==> config.mk <==
export PLATFORM = sky130hd
export DESIGN_NAME = adpll_seq_flat
export DESIGN_NICKNAME = d
export VERILOG_FILES = /design/src/rtl/adpll_seq_if.sv /design/src/rtl/adpll_seq.sv /design/src/flat_wrapper.sv
export SDC_FILE = /design/constraint.sdc
export NUM_CORES = 1
export LEC_CHECK = 0
export CORE_ASPECT_RATIO = 1.25
export CORE_MARGIN = 2
export CORE_UTILIZATION = 45
export CTS_CLUSTER_SIZE = 28
export DETAILED_ROUTE_END_ITERATION = 16
export GPL_ROUTABILITY_DRIVEN = 0
export PLACE_DENSITY = 0.8
export SETUP_SLACK_MARGIN = 0.2
export SYNTH_ARGS = -nofsm -noshare
export SYNTH_HDL_FRONTEND = slang
export SYNTH_SLANG_ARGS = --single-unit
==> constraint.sdc <==
create_clock -name clk -period 5.3 [get_ports clk]
set_input_delay 0.795 -clock clk [delete_from_list [all_inputs] [get_ports clk]]
set_output_delay 0.795 -clock clk [all_outputs]
set_load 0.005 [all_outputs]
==> src/rtl/adpll_seq_if.sv <==
// adpll_seq_if: register bus between the ADPLL tuning sequencer and the ADPLL CSR block.
// Default widths for the CSR map are defined here and in adpll_seq.sv, each guarded,
// so the two files can be compiled in either order or on their own.
`ifndef ADPLL_ADDR_W
`define ADPLL_ADDR_W 8
`endif

// Handshake: the master raises valid for exactly one cycle with address, wdata and
// wstrb (1 = write, 0 = read) valid, then drops valid and holds address, wdata and
// wstrb until the slave answers with a one-cycle ready. rdata is meaningful only in
// the ready cycle of a read. ready is only looked at after the valid cycle.
interface adpll_seq_if #(
  parameter int DATA_W = 32,
  parameter int ADDR_W = `ADPLL_ADDR_W
);
  logic              valid;
  logic [ADDR_W-1:0] address;
  logic [DATA_W-1:0] wdata;
  logic              wstrb;
  logic [DATA_W-1:0] rdata;
  logic              ready;

  modport master (output valid, output address, output wdata, output wstrb,
                  input rdata, input ready);
  modport slave  (input valid, input address, input wdata, input wstrb,
                  output rdata, output ready);
endinterface

==> src/rtl/adpll_seq.sv <==
// adpll_seq: channel (re)tune sequencer for an ADPLL. On start it disables the ADPLL,
// programs FCW and mode, pulses soft reset, re-enables, polls for lock within a cycle
// budget and finally reads the saturation flag (or disables the ADPLL on timeout).
// Optional feature: define ADPLL_SEQ_RETRY_EN to retry the soft-reset/lock phase up
// to three attempts before declaring a timeout.
// State is exposed on dbg_state for checkers.
`ifndef ADPLL_ADDR_W
`define ADPLL_ADDR_W 8
`endif
`ifndef FCWW
`define FCWW 28
`endif
`ifndef ADPLL_EN
`define ADPLL_EN 8'h00
`endif
`ifndef FCW
`define FCW 8'h04
`endif
`ifndef ADPLL_MODE
`define ADPLL_MODE 8'h08
`endif
`ifndef ADPLL_SOFT_RST
`define ADPLL_SOFT_RST 8'h0C
`endif
`ifndef ADPLL_LOCK
`define ADPLL_LOCK 8'h10
`endif
`ifndef ADPLL_SAT
`define ADPLL_SAT 8'h14
`endif

module adpll_seq #(
  parameter int DATA_W    = 32,
  parameter int TIMEOUT_W = 16
) (
  input  logic                 clk,
  input  logic                 rst_n,
  input  logic                 start,
  input  logic [`FCWW-1:0]     fcw_in,
  input  logic [1:0]           mode_in,
  input  logic [TIMEOUT_W-1:0] timeout,
  output logic                 busy,
  output logic                 done,
  output logic                 locked,
  output logic                 sat_err,
  output logic                 timeout_err,
  output logic [3:0]           dbg_state,
  adpll_seq_if.master          bus
);

  typedef enum logic [3:0] {
    IDLE    = 4'd0,
    WR_EN0  = 4'd1,
    WR_FCW  = 4'd2,
    WR_MODE = 4'd3,
    WR_RST1 = 4'd4,
    WR_RST0 = 4'd5,
    WR_EN1  = 4'd6,
    POLL    = 4'd7,
    RD_SAT  = 4'd8,
    FAIL    = 4'd9,
    DONE    = 4'd10
  } state_t;

  state_t                state_q, state_d;
  // phase 0: valid cycle of the current access; phase 1: waiting for ready
  logic                  phase_q, phase_d;
  logic [TIMEOUT_W-1:0]  cnt_q, cnt_d;
  logic [`FCWW-1:0]      fcw_q;
  logic [1:0]            mode_q;
  logic [TIMEOUT_W-1:0]  timeout_q;
  logic                  accept, is_access, done_xfer, set_lock, set_fail;
  logic [`ADPLL_ADDR_W-1:0] addr_c;
  logic [DATA_W-1:0]     wdata_c;
  logic                  wstrb_c;
  // only bit 0 of read data carries status
  logic                  unused_rdata;

`ifdef ADPLL_SEQ_RETRY_EN
  logic [1:0]            retry_q, retry_d;
`endif

  assign accept       = (state_q == IDLE) && start;
  assign is_access    = (state_q != IDLE) && (state_q != DONE);
  assign done_xfer    = is_access && phase_q && bus.ready;
  assign unused_rdata = ^bus.rdata[DATA_W-1:1];

  // state, access phase and poll-counter registers
  always_ff @(posedge clk or negedge rst_n) begin
    if (!rst_n) begin
      state_q <= IDLE;
      phase_q <= 1'b0;
      cnt_q   <= '0;
    end else begin
      state_q <= state_d;
      phase_q <= phase_d;
      cnt_q   <= cnt_d;
    end
  end

`ifdef ADPLL_SEQ_RETRY_EN
  // lock-attempt counter, restarted by each accepted start
  always_ff @(posedge clk or negedge rst_n) begin
    if (!rst_n) retry_q <= 2'd0;
    else        retry_q <= retry_d;
  end
`endif

  // next-state logic: advance on the ready of each access, decide lock/timeout in POLL
  always_comb begin
    state_d  = state_q;
    phase_d  = phase_q;
    cnt_d    = cnt_q;
    set_lock = 1'b0;
    set_fail = 1'b0;
`ifdef ADPLL_SEQ_RETRY_EN
    retry_d  = retry_q;
`endif
    if (is_access && !phase_q) phase_d = 1'b1;
    if (done_xfer)             phase_d = 1'b0;
    // poll counter saturates rather than wrapping
    if (state_q == POLL && cnt_q != {TIMEOUT_W{1'b1}}) cnt_d = cnt_q + 1'b1;
    case (state_q)
      IDLE: begin
        if (start) begin
          state_d = WR_EN0;
          phase_d = 1'b0;
`ifdef ADPLL_SEQ_RETRY_EN
          retry_d = 2'd0;
`endif
        end
      end
      WR_EN0:  if (done_xfer) state_d = WR_FCW;
      WR_FCW:  if (done_xfer) state_d = WR_MODE;
      WR_MODE: if (done_xfer) state_d = WR_RST1;
      WR_RST1: if (done_xfer) state_d = WR_RST0;
      WR_RST0: if (done_xfer) state_d = WR_EN1;
      WR_EN1: begin
        if (done_xfer) begin
          state_d = POLL;
          cnt_d   = '0;
        end
      end
      POLL: begin
        if (done_xfer) begin
          if (bus.rdata[0]) begin
            state_d = RD_SAT;
          end else if (cnt_q >= timeout_q) begin
`ifdef ADPLL_SEQ_RETRY_EN
            if (retry_q != 2'd2) begin
              retry_d = retry_q + 2'd1;
              state_d = WR_RST1;
            end else begin
              state_d = FAIL;
            end
`else
            state_d = FAIL;
`endif
          end
        end
      end
      RD_SAT: begin
        if (done_xfer) begin
          state_d  = DONE;
          set_lock = 1'b1;
        end
      end
      FAIL: begin
        if (done_xfer) begin
          state_d  = DONE;
          set_fail = 1'b1;
        end
      end
      DONE:    state_d = IDLE;
      default: state_d = IDLE;
    endcase
  end

  // bus request decode: address/data/strobe follow the state and so hold until ready
  always_comb begin
    addr_c  = '0;
    wdata_c = '0;
    wstrb_c = 1'b0;
    case (state_q)
      WR_EN0, FAIL: begin
        addr_c  = `ADPLL_EN;
        wstrb_c = 1'b1;
      end
      WR_FCW: begin
        addr_c  = `FCW;
        wdata_c = DATA_W'(fcw_q);
        wstrb_c = 1'b1;
      end
      WR_MODE: begin
        addr_c  = `ADPLL_MODE;
        wdata_c = DATA_W'(mode_q);
        wstrb_c = 1'b1;
      end
      WR_RST1: begin
        addr_c     = `ADPLL_SOFT_RST;
        wdata_c[0] = 1'b1;
        wstrb_c    = 1'b1;
      end
      WR_RST0: begin
        addr_c  = `ADPLL_SOFT_RST;
        wstrb_c = 1'b1;
      end
      WR_EN1: begin
        addr_c     = `ADPLL_EN;
        wdata_c[0] = 1'b1;
        wstrb_c    = 1'b1;
      end
      POLL:    addr_c = `ADPLL_LOCK;
      RD_SAT:  addr_c = `ADPLL_SAT;
      default: addr_c = '0;
    endcase
  end

  assign bus.valid   = is_access && !phase_q;
  assign bus.address = addr_c;
  assign bus.wdata   = wdata_c;
  assign bus.wstrb   = wstrb_c;
  assign busy        = (state_q != IDLE);
  assign done        = (state_q == DONE);
  assign dbg_state   = state_q;

  // operand capture on accepted start only
  always_ff @(posedge clk or negedge rst_n) begin
    if (!rst_n) begin
      fcw_q     <= '0;
      mode_q    <= 2'd0;
      timeout_q <= '0;
    end else if (accept) begin
      fcw_q     <= fcw_in;
      mode_q    <= mode_in;
      timeout_q <= timeout;
    end
  end

  // result flags: set on the way into DONE, held until the next accepted start
  always_ff @(posedge clk or negedge rst_n) begin
    if (!rst_n) begin
      locked      <= 1'b0;
      sat_err     <= 1'b0;
      timeout_err <= 1'b0;
    end else if (accept) begin
      locked      <= 1'b0;
      sat_err     <= 1'b0;
      timeout_err <= 1'b0;
    end else if (set_lock) begin
      locked  <= 1'b1;
      sat_err <= bus.rdata[0];
    end else if (set_fail) begin
      locked      <= 1'b0;
      timeout_err <= 1'b1;
    end
  end

endmodule

==> src/flat_wrapper.sv <==
// flat-port wrapper written by rule: the top's interface ports become plain ports
module adpll_seq_flat 
#(
  parameter int DATA_W    = 32,
  parameter int TIMEOUT_W = 16
)
  (clk, rst_n, start, fcw_in, mode_in, timeout, busy, done, locked, sat_err, timeout_err, dbg_state, bus_valid, bus_address, bus_wdata, bus_wstrb, bus_rdata, bus_ready);
  adpll_seq_if #(.DATA_W(DATA_W)) bus_i ();
  input  logic clk;
  input  logic rst_n;
  input  logic start;
  input  logic [`FCWW-1:0] fcw_in;
  input  logic [1:0] mode_in;
  input  logic [TIMEOUT_W-1:0] timeout;
  output logic busy;
  output logic done;
  output logic locked;
  output logic sat_err;
  output logic timeout_err;
  output logic [3:0] dbg_state;
  output wire logic [$bits(bus_i.valid)-1:0] bus_valid;
  output wire logic [$bits(bus_i.address)-1:0] bus_address;
  output wire logic [$bits(bus_i.wdata)-1:0] bus_wdata;
  output wire logic [$bits(bus_i.wstrb)-1:0] bus_wstrb;
  input wire logic [$bits(bus_i.rdata)-1:0] bus_rdata;
  input wire logic [$bits(bus_i.ready)-1:0] bus_ready;
  assign bus_valid = bus_i.valid;
  assign bus_address = bus_i.address;
  assign bus_wdata = bus_i.wdata;
  assign bus_wstrb = bus_i.wstrb;
  assign bus_i.rdata = bus_rdata;
  assign bus_i.ready = bus_ready;
  adpll_seq #(.DATA_W(DATA_W), .TIMEOUT_W(TIMEOUT_W)) u_core (.clk(clk), .rst_n(rst_n), .start(start), .fcw_in(fcw_in), .mode_in(mode_in), .timeout(timeout), .busy(busy), .done(done), .locked(locked), .sat_err(sat_err), .timeout_err(timeout_err), .dbg_state(dbg_state), .bus(bus_i));
endmodule
==> impl_results.md <==
* Run status: complete, no violations
* Post-CTS Hold Buffers at 0
* TritonCTS clock tree: yes
* Ys flop type: dfrtp_1
* Mean Syn Cell Area at between 10 and 15 um2
* Final HPWL DP at around 6100 um
* Critical path data arrival time at 3010 ps
* Cell chain of the critical path: nand2b_1 -> nor3_2 -> o21bai_1 -> clkdlybuf4s50_1
* YS warnings at 0
* Vias in the first global route at 3088
* Slowest cell on the critical path: nor3_2
* DR WL met2 at around 4000 um
* Synth area leaders: dfrtp_1 47%, mux2_2 9.6%, ha_1 5.7%
* Sequential element share of the synthesized area at between 40% and 50%
* Leakage at between 2 and 2.5 nW
* IO buf count at 92
* Boundary pin count at around 130
* P&R area growth vs syn at 29.5%
* WL final at 8300 um
* Max Slew Vio Count at 0
* Via density at roughly 5.3
* WHS at between 500 and 600 ps
* DRT iter0 DRCs at roughly 210
* Worst Path Max Fanout at 27
* CTS H-tree lvls at 3
* PwrDens at 511 nW/um2
* Post-CTS sizing at 0
* Starting density of the core at between 40% and 50%
* Worst EP required at approximately 4500 ps
* Post-synth ARST share at between 90% and 100%
* Core Area at 8150 um2
* Share of post-route cells with drive strength above 1 at approximately an eighth
* Top sig layer: met4
* Synthesis-stage register bit count at 70
* Share of the synthesized area in the top cell type at 46.8%
* Die H at about 110 um
* First-pass GRT wire length at about 14000 um
* Post-CTS Setup Inserts at 0
* Mapped Area at 3740 um2
* Tightest Hold Check Type: reg2reg
* WL met1 at approximately 3300 um
* Setup TNS at 0 ps
* Root Buffer Master: clkbuf_8
* WL met3 at about 750 um
* Pre-Repair DR Iteration Count at 5
* Row count at 37
* Diodes inserted at 0
* RSZ-0062 raised after global routing: false
* DRC Markers at 0
* Setup-failing EPs final at 0
* Routed Antenna Nets at 0
* Final hold vios at 0
* Area leader, netlist: dfrtp_1
* Initial antenna violation count at 0
* Clock Skew at between 9 and 10 ps
* Clk buf depth at 2
* Die area at between 9000 and 10000 um2
* Largest net degree at the start of global routing at 71
* Wire length per cell at approximately 15 um
* Crit end category: output pin
* Slew @ Worst Pin at approximately 1200 ps
* GRT Util Overall at between 10% and 20%
* Final Cycle Share at slightly above 70%
* Max-cap violations at 0
* Cell variety after synth at between 40 and 50
* Fmax at about 260 MHz
* GR Overflow Total at 0
* CTS buffer count at 9
* Number of synthesized flops with an enable pin at 0
* Worst skew pair latency at roughly 340 ps
* Tmin final at between 3000 and 4000 ps
* Worst-case headroom to the max-slew limit at approximately 17%
* Final net count at ~560
* Critical path type: reg2out
* Chip width at ~86 um
* VDD IR max at roughly 0.28 mV
* Slowest stage delay, CP at between 900 and 1000 ps
* Clock sink total at 70
* Cells after synthesis at roughly 370
* Clock slew at reported path FFs at roughly 70 ps
* CP startpoint kind: flop
* Via Count at approximately 3000
flip-flops by register name, summed over array words and instances (netlist names):
name / cells
u_core.phase_q: 1
u_core.timeout_err: 1
u_core.timeout_q: 16
u_core.cnt_q: 16
u_core.fcw_q: 28
u_core.locked: 1
u_core.sat_err: 1
u_core.dbg_state: 4
u_core.mode_q: 2
layout by cell type (no fill, tap or decap), types with 3 or more instances in the layout:
master	count
nor2_1	28
and3_1	3
clkbuf_1	3
clkdlybuf4s50_1	91
nand2b_1	3
ha_1	17
nor4_1	7
and2_1	28
o21ai_0	23
nor3_1	7
nand3_1	6
nand2_1	29
mux2_2	32
clkbuf_8	11
conb_1	9
o21a_1	4
inv_1	21
nand4_1	6
dfrtp_1	70
a21oi_1	18
xnor2_1	13
final timing paths:
check,from,to,slack (ps),depth (start not counted)
max,u_core.dbg_state[0],bus_address[2],1490,4
min,u_core.fcw_q[15],u_core.fcw_q[15],500,1
max reg2reg,u_core.dbg_state[0],u_core.fcw_q[25],2830,4
min reg2reg,u_core.fcw_q[15],u_core.fcw_q[15],500,1
max in group asynchronous,rst_n,u_core.cnt_q[13],4060,2
min in group asynchronous,rst_n,u_core.timeout_q[10],670,2
cell type report:
cell class                      instances  area (um2)
Tap cell                               97         121
Inverter                               21        78.8
Clock buffer                           14         163
Fill cell                             700        3300
Sequential cell                        70        1750
Multi-Input combinational cell        264        1800
Timing Repair Buffer                   94         931
Clock inverter                          1        5.00
power by group:
part / switching [mW] / total [mW] / internal (mW)
sequential: 0.229 / 1.02 / 0.795
clock: 0.188 / 0.381 / 0.193
combinational: 0.470 / 1.07 / 0.601
worst max-delay path, delay by kind of cell (launching register included):
kind	cells	cell delay, ps
AOI/OAI and AO/OA	1	240
buffers and inverters	1	540
DFF	1	620
and+or+nand+nor	2	1270
routing by layer:
metal  global-route usage (%)  vias up
met5                        0        -
met4                     5.67        0
met3                     8.07       11
met2                     32.8       87
met1                     21.9     1417
li1                         -     1444
cell families (layout without fill, tap and decap cells):
kind of cell,after synthesis,in the layout,synth area share (%)
mux,34,34,10.2
fa+ha+maj,17,17,5.68
other cells,1,9,0.100
simple gates,130,130,18.1
flops,70,70,46.8
buf+inv,48,130,6.02
xor+xnor,14,14,3.28
compound gates,60,60,9.86
synthesized netlist by cell type, types with 2 or more instances:
cell type	n
inv_1	21
o21ai_0	23
a21oi_1	18
o21a_1	4
nand3_1	6
and3_1	4
dfrtp_1	70
mux2_2	32
a211oi_1	2
clkbuf_1	10
and2_1	28
nor2_1	28
or3_1	2
mux2i_1	2
nor4_1	7
nand2b_1	3
nor3_2	2
ha_1	17
o31ai_1	2
buf_2	6
buf_4	10
nand2_1	29
xnor2_1	13
nand4_1	6
nor3_1	7
through the flow:
step                instances  area [um2]  power, mW  setup WS [ps]  util, %
detailed placement        546        4680       2.11           1800     57.4
finish                    561        4850       2.48           1490     59.5
global route              561        4850       2.69           1290     59.5
global placement          546        4680       2.05           1770     57.4
floorplan                 382        3770       1.68           3140        -
CTS                       561        4850       2.51           1400     59.5
(Power assumes the default switching activity.)
